**config.mk**
```make
export PLATFORM = sky130hd
export DESIGN_NAME = if_fetch_stage
export DESIGN_NICKNAME = d
export VERILOG_FILES = /design/src/rtl/if_fetch_stage.sv
export SDC_FILE = /design/constraint.sdc
export NUM_CORES = 1
export LEC_CHECK = 0
export BUFFER_PORTS_ARGS = -buffer_cell sky130_fd_sc_hd__buf_2
export CAP_MARGIN = 10
export CORE_MARGIN = 1
export CORE_UTILIZATION = 45
export DETAILED_ROUTE_END_ITERATION = 8
export PLACE_DENSITY = 0.75
export SLEW_MARGIN = 20
export SYNTH_ARGS = -nofsm -noshare
export SYNTH_HDL_FRONTEND = slang
export SYNTH_SLANG_ARGS = --single-unit
```
**constraint.sdc**
```tcl
create_clock -name clk -period 2.2 [get_ports clk]
set_input_delay 0.22 -clock clk [delete_from_list [all_inputs] [get_ports clk]]
set_output_delay 0.22 -clock clk [all_outputs]
set_load 0.05 [all_outputs]
```
**src/rtl/if_fetch_stage.sv**
```systemverilog
// Instruction-fetch stage: program counter, instruction-memory drive and the IF/ID register.
// Optional performance counters are built when IF_PERF_CNT_EN is defined.
module if_fetch_stage #(
  parameter int                ADDR_W     = 16,
  parameter int                INSTR_W    = 16,
  parameter logic [ADDR_W-1:0] RESET_PC   = 16'h0000,
  parameter logic [3:0]        HLT_OPCODE = 4'hF,
  parameter logic [INSTR_W-1:0] NOP_INSTR = 16'h0000
) (
  input  logic               clk,
  input  logic               rst,
  input  logic               stall,
  input  logic               redirect,
  input  logic [ADDR_W-1:0]  redirect_pc,
  input  logic [INSTR_W-1:0] im_instr,
  output logic [ADDR_W-1:0]  im_addr,
  output logic               im_rd_en,
  output logic [ADDR_W-1:0]  pc,
  output logic [INSTR_W-1:0] if_id_instr,
  output logic [ADDR_W-1:0]  if_id_pc_inc,
  output logic               if_id_valid,
  output logic               fetch_halted
`ifdef IF_PERF_CNT_EN
  ,
  output logic [31:0]        perf_fetch_cnt,
  output logic [31:0]        perf_stall_cnt
`endif
);

  typedef enum logic {
    ST_FETCH  = 1'b0,
    ST_HALTED = 1'b1
  } fetch_state_t;

  fetch_state_t       r_state;
  fetch_state_t       w_state_nxt;
  logic [ADDR_W-1:0]  r_pc;
  logic [ADDR_W-1:0]  w_pc_nxt;
  logic [INSTR_W-1:0] r_if_id_instr;
  logic [INSTR_W-1:0] w_if_id_instr_nxt;
  logic [ADDR_W-1:0]  r_if_id_pc_inc;
  logic [ADDR_W-1:0]  w_if_id_pc_inc_nxt;
  logic               r_if_id_valid;
  logic               w_if_id_valid_nxt;
  logic [ADDR_W-1:0]  w_pc_plus1;
  logic               w_is_hlt;
  logic               w_fetch_go;
  logic               w_stall_go;

  // pc+1 wraps modulo 2^ADDR_W silently; the same value is the branch base in IF/ID.
  assign w_pc_plus1 = r_pc + ADDR_W'(1);
  assign w_is_hlt   = (im_instr[INSTR_W-1 -: 4] == HLT_OPCODE);

  // NOTE: every signal written here gets a default first so no latch is inferred.
  always_comb begin
    w_state_nxt        = r_state;
    w_pc_nxt           = r_pc;
    w_if_id_instr_nxt  = r_if_id_instr;
    w_if_id_pc_inc_nxt = r_if_id_pc_inc;
    w_if_id_valid_nxt  = r_if_id_valid;
    w_fetch_go         = 1'b0;
    w_stall_go         = 1'b0;

    if (redirect) begin
      // A taken branch squashes IF/ID and any HLT fetched down the wrong path.
      w_state_nxt        = ST_FETCH;
      w_pc_nxt           = redirect_pc;
      w_if_id_instr_nxt  = NOP_INSTR;
      w_if_id_pc_inc_nxt = '0;
      w_if_id_valid_nxt  = 1'b0;
    end else begin
      unique case (r_state)
        ST_HALTED: begin
          if (!stall) begin
            w_if_id_instr_nxt  = NOP_INSTR;
            w_if_id_pc_inc_nxt = '0;
            w_if_id_valid_nxt  = 1'b0;
          end
        end
        ST_FETCH: begin
          if (stall) begin
            w_stall_go = 1'b1;
          end else begin
            w_fetch_go         = 1'b1;
            w_if_id_instr_nxt  = im_instr;
            w_if_id_pc_inc_nxt = w_pc_plus1;
            w_if_id_valid_nxt  = 1'b1;
            if (w_is_hlt) begin
              w_state_nxt = ST_HALTED;
            end else begin
              w_pc_nxt = w_pc_plus1;
            end
          end
        end
        default: w_state_nxt = ST_FETCH;
      endcase
    end
  end

  // NOTE: sequential state uses non-blocking assignments so every register samples pre-edge values.
  always_ff @(posedge clk) begin
    if (rst) begin
      r_state        <= ST_FETCH;
      r_pc           <= RESET_PC;
      r_if_id_instr  <= NOP_INSTR;
      r_if_id_pc_inc <= '0;
      r_if_id_valid  <= 1'b0;
    end else begin
      r_state        <= w_state_nxt;
      r_pc           <= w_pc_nxt;
      r_if_id_instr  <= w_if_id_instr_nxt;
      r_if_id_pc_inc <= w_if_id_pc_inc_nxt;
      r_if_id_valid  <= w_if_id_valid_nxt;
    end
  end

`ifdef IF_PERF_CNT_EN
  logic [31:0] r_perf_fetch_cnt;
  logic [31:0] r_perf_stall_cnt;

  // Both counters stick at all-ones rather than wrapping.
  always_ff @(posedge clk) begin
    if (rst) begin
      r_perf_fetch_cnt <= '0;
      r_perf_stall_cnt <= '0;
    end else begin
      if (w_fetch_go && (r_perf_fetch_cnt != 32'hFFFF_FFFF)) begin
        r_perf_fetch_cnt <= r_perf_fetch_cnt + 32'd1;
      end
      if (w_stall_go && (r_perf_stall_cnt != 32'hFFFF_FFFF)) begin
        r_perf_stall_cnt <= r_perf_stall_cnt + 32'd1;
      end
    end
  end

  assign perf_fetch_cnt = r_perf_fetch_cnt;
  assign perf_stall_cnt = r_perf_stall_cnt;
`endif

  assign pc           = r_pc;
  assign im_addr      = r_pc;
  assign fetch_halted = (r_state == ST_HALTED);
  assign im_rd_en     = ~fetch_halted & ~stall;
  assign if_id_instr  = r_if_id_instr;
  assign if_id_pc_inc = r_if_id_pc_inc;
  assign if_id_valid  = r_if_id_valid;

endmodule
```
==> metrics.yaml <==
synth:
  synth_top_area_cell: "dfxtp_1"
  ys_ff_latch: 50
  syn_area_um2: 2380
  synthFlopType: "dfxtp_1"
  ys.warnings.count: 0
  avgSynthCellArea_um2: 8.67
  synth_fp_nets: 311
  synth_cells: 274
  synth-edff-count: 0
  synth_top_area_frac: 0.421
  ys_types: 36
  seq_area_frac_synth: 0.421
  ys_async_sr_fraction: 0
  synthTopCellsByArea: "dfxtp_1 (42%), a22oi_1 (6.3%), nor2_1 (6.3%)"
layout:
  diodes: 0
  fin_cells: 425
  syn2layout_area_growth_pct: 23.6
  nets: 391
  num-fill-cells: 483
  layout-drive-gt1-share: 0.341
die:
  die_area_um2: 5570
  die_height_um: 74.7
  die_w_um: 74.7
  floorplan.initialDensity: 0.465
  core_area_um2: 5110
  rows: 26
  io-pin-count: 103
critical_path:
  crit_required_ps: 2410
  path_max_fanout: 10
  end_kind: "flop"
  criticalPathCategory: "flop to flop"
  startpoint_type: "flop"
  critical_path_arrival_ps: 2190
sta:
  max_slew_margin: 0.569
  final.setup.tns_ps: 0
  hold_slack_ps: 147
  worstMarginPinSlew_ps: 644
  setup_violations: 0
  setup_ws_ps: 217
  slew_viol_final: 0
  finalCriticalPeriod_ps: 1980
  rsz0062_at_grt: "false"
  finalClockSkew_ps: 3.61
  period_share: 0.901
  hold_viol: 0
  fmax_mhz: 504
detailed_routing:
  drcViolationCount: 0
  drt_first_iter_violations: 181
  final_antenna_net_count: 0
  routed_via_density: 5.34
  first_pass_iters: 4
  wl_per_cell_um: 13.8
  vias: 2270
  routed_wl_um: 5880
run_status:
  outcome: "finished clean"
global_routing:
  track_usage: 0.224
  grt_antenna_before_repair: 0
  grt_overflow_total: 0
  grt_pass1_wl_um: 9560
  grt_pass1_vias: 2074
  grt_max_degree: 26
cts:
  cts-root-buf: "clkbuf_8"
  cts_tree: "yes"
  post_cts_buffers: 0
  cts.sinks: 50
  htreeDepth: 2
  path_clk_slew_ps: 90
  hold_buffers: 0
  cts_made_buffers: 5
  ctsResizeCount: 0
  clk_latency_ps: 300
  clockBufferDepth: 2
placement:
  dpl.cell_count: 417
  post-place-ws_ps: 285
  hpwl_um: 4260
  numPortBuffers: 102
  gp_congestion: 0.862
power_and_ir_drop:
  p_leak_nw: 1.30
  ir_drop_v: 0.000419
  powerDensity_nw_per_um2: 765
flow_run:
  cap_violations: 0
min_path:
  hold_path.class: "primary input to flop"
per-stage QoR:
| stage | cell area (um^2) | utilization | power (mW) |
|---|---|---|---|
| after global routing | 2940 | 0.575 | 2.34 |
| final | 2940 | 0.575 | 2.25 |
| after CTS | 2940 | 0.575 | 2.25 |
| after detailed placement | 2790 | 0.547 | 1.48 |
| after global placement | 2790 | 0.547 | 1.47 |
| after floorplan | 2380 | - | 1.38 |
placed cells by master, fill, tap and decap left out, types with 2 or more instances in the layout:
cell / instances
nand4_1: 4
clkbuf_8: 6
and4_1: 5
buf_2: 102
nand3_1: 9
a311oi_1: 6
o31ai_1: 5
o211ai_1: 3
nor3_1: 4
dfxtp_1: 49
buf_4: 6
xnor2_1: 12
bufinv_16: 2
o21ai_0: 9
or2_1: 2
a22oi_1: 20
nand2_1: 21
nor4_1: 5
a2111oi_0: 2
inv_1: 5
a211oi_1: 8
o31a_1: 2
xor2_1: 5
nand3_4: 2
nor2_1: 40
a21oi_1: 4
or4_1: 7
sequential cells by signal, summed over array words and instances, names as in the netlist:
name,count
fetch_halted,1
if_id_valid,1
if_id_pc_inc,16
im_addr,16
if_id_instr,16
Yosys cell counts, types with 2 or more instances:
cell / instances
a2111oi_0: 2
a211oi_1: 8
a21oi_1: 4
a22oi_1: 20
a311oi_1: 6
and4_1: 5
buf_2: 4
buf_4: 16
buf_6: 4
clkbuf_1: 11
dfxtp_1: 50
inv_1: 5
nand2_1: 21
nand3_1: 9
nand3_4: 2
nand4_1: 4
nor2_1: 40
nor3_1: 4
nor4_1: 5
o211ai_1: 3
o21ai_0: 9
o31a_1: 2
o31ai_1: 5
or2_1: 2
or4_1: 7
xnor2_1: 12
xor2_1: 5
final cells by class:
class,instances,area (um^2),area share
tap,70,87.6,0.0298
clock inverter,2,60.1,0.0205
clock buffer,6,82.6,0.0281
timing repair buffer,108,556,0.189
sequential,50,1000,0.341
inverter,7,27.5,0.00937
multi-input combinational,182,1120,0.382
power breakdown:
group          internal, mW  switching (mW)  total (mW)
Clock                 0.485           0.304       0.789
Sequential            0.944          0.0514       0.995
Combinational         0.122           0.339       0.461
Total                  1.55           0.694        2.25
layer usage:
| layer | up-vias | part of all wire | GRT usage |
|---|---|---|---|
| li1 | 1126 | - | - |
| met1 | 1036 | 0.45 | 0.282 |
| met2 | 97 | 0.45 | 0.351 |
| met3 | 11 | 0.080 | 0.0616 |
| met4 | 0 | 0.019 | 0.115 |
| met5 | - | 0 | 0 |
critical path, stage by stage (launching register included):
cell	delay, ps
dfxtp_1	440
ha_1	280
and3_1	300
nand3_4	150
or4_1	480
a311oi_1	260
kinds of logic after synthesis:
logic type / after synthesis / share of synthesized area
simple gates: 103 / 0.220
compound gates: 61 / 0.184
flops: 50 / 0.421
buf+inv: 42 / 0.107
xor+xnor: 17 / 0.0627
fa+ha+maj: 1 / 0.00527
worst paths after layout:
kind	from	to	slack, ps	cells past startpoint
max	im_addr[1]	im_addr[12]	220	5
min	im_instr[7]	if_id_instr[7]	150	3
max reg2reg	im_addr[1]	im_addr[12]	220	5
min reg2reg	if_id_pc_inc[9]	if_id_pc_inc[9]	450	2
Note: power is estimated with default switching activity, not from simulation.
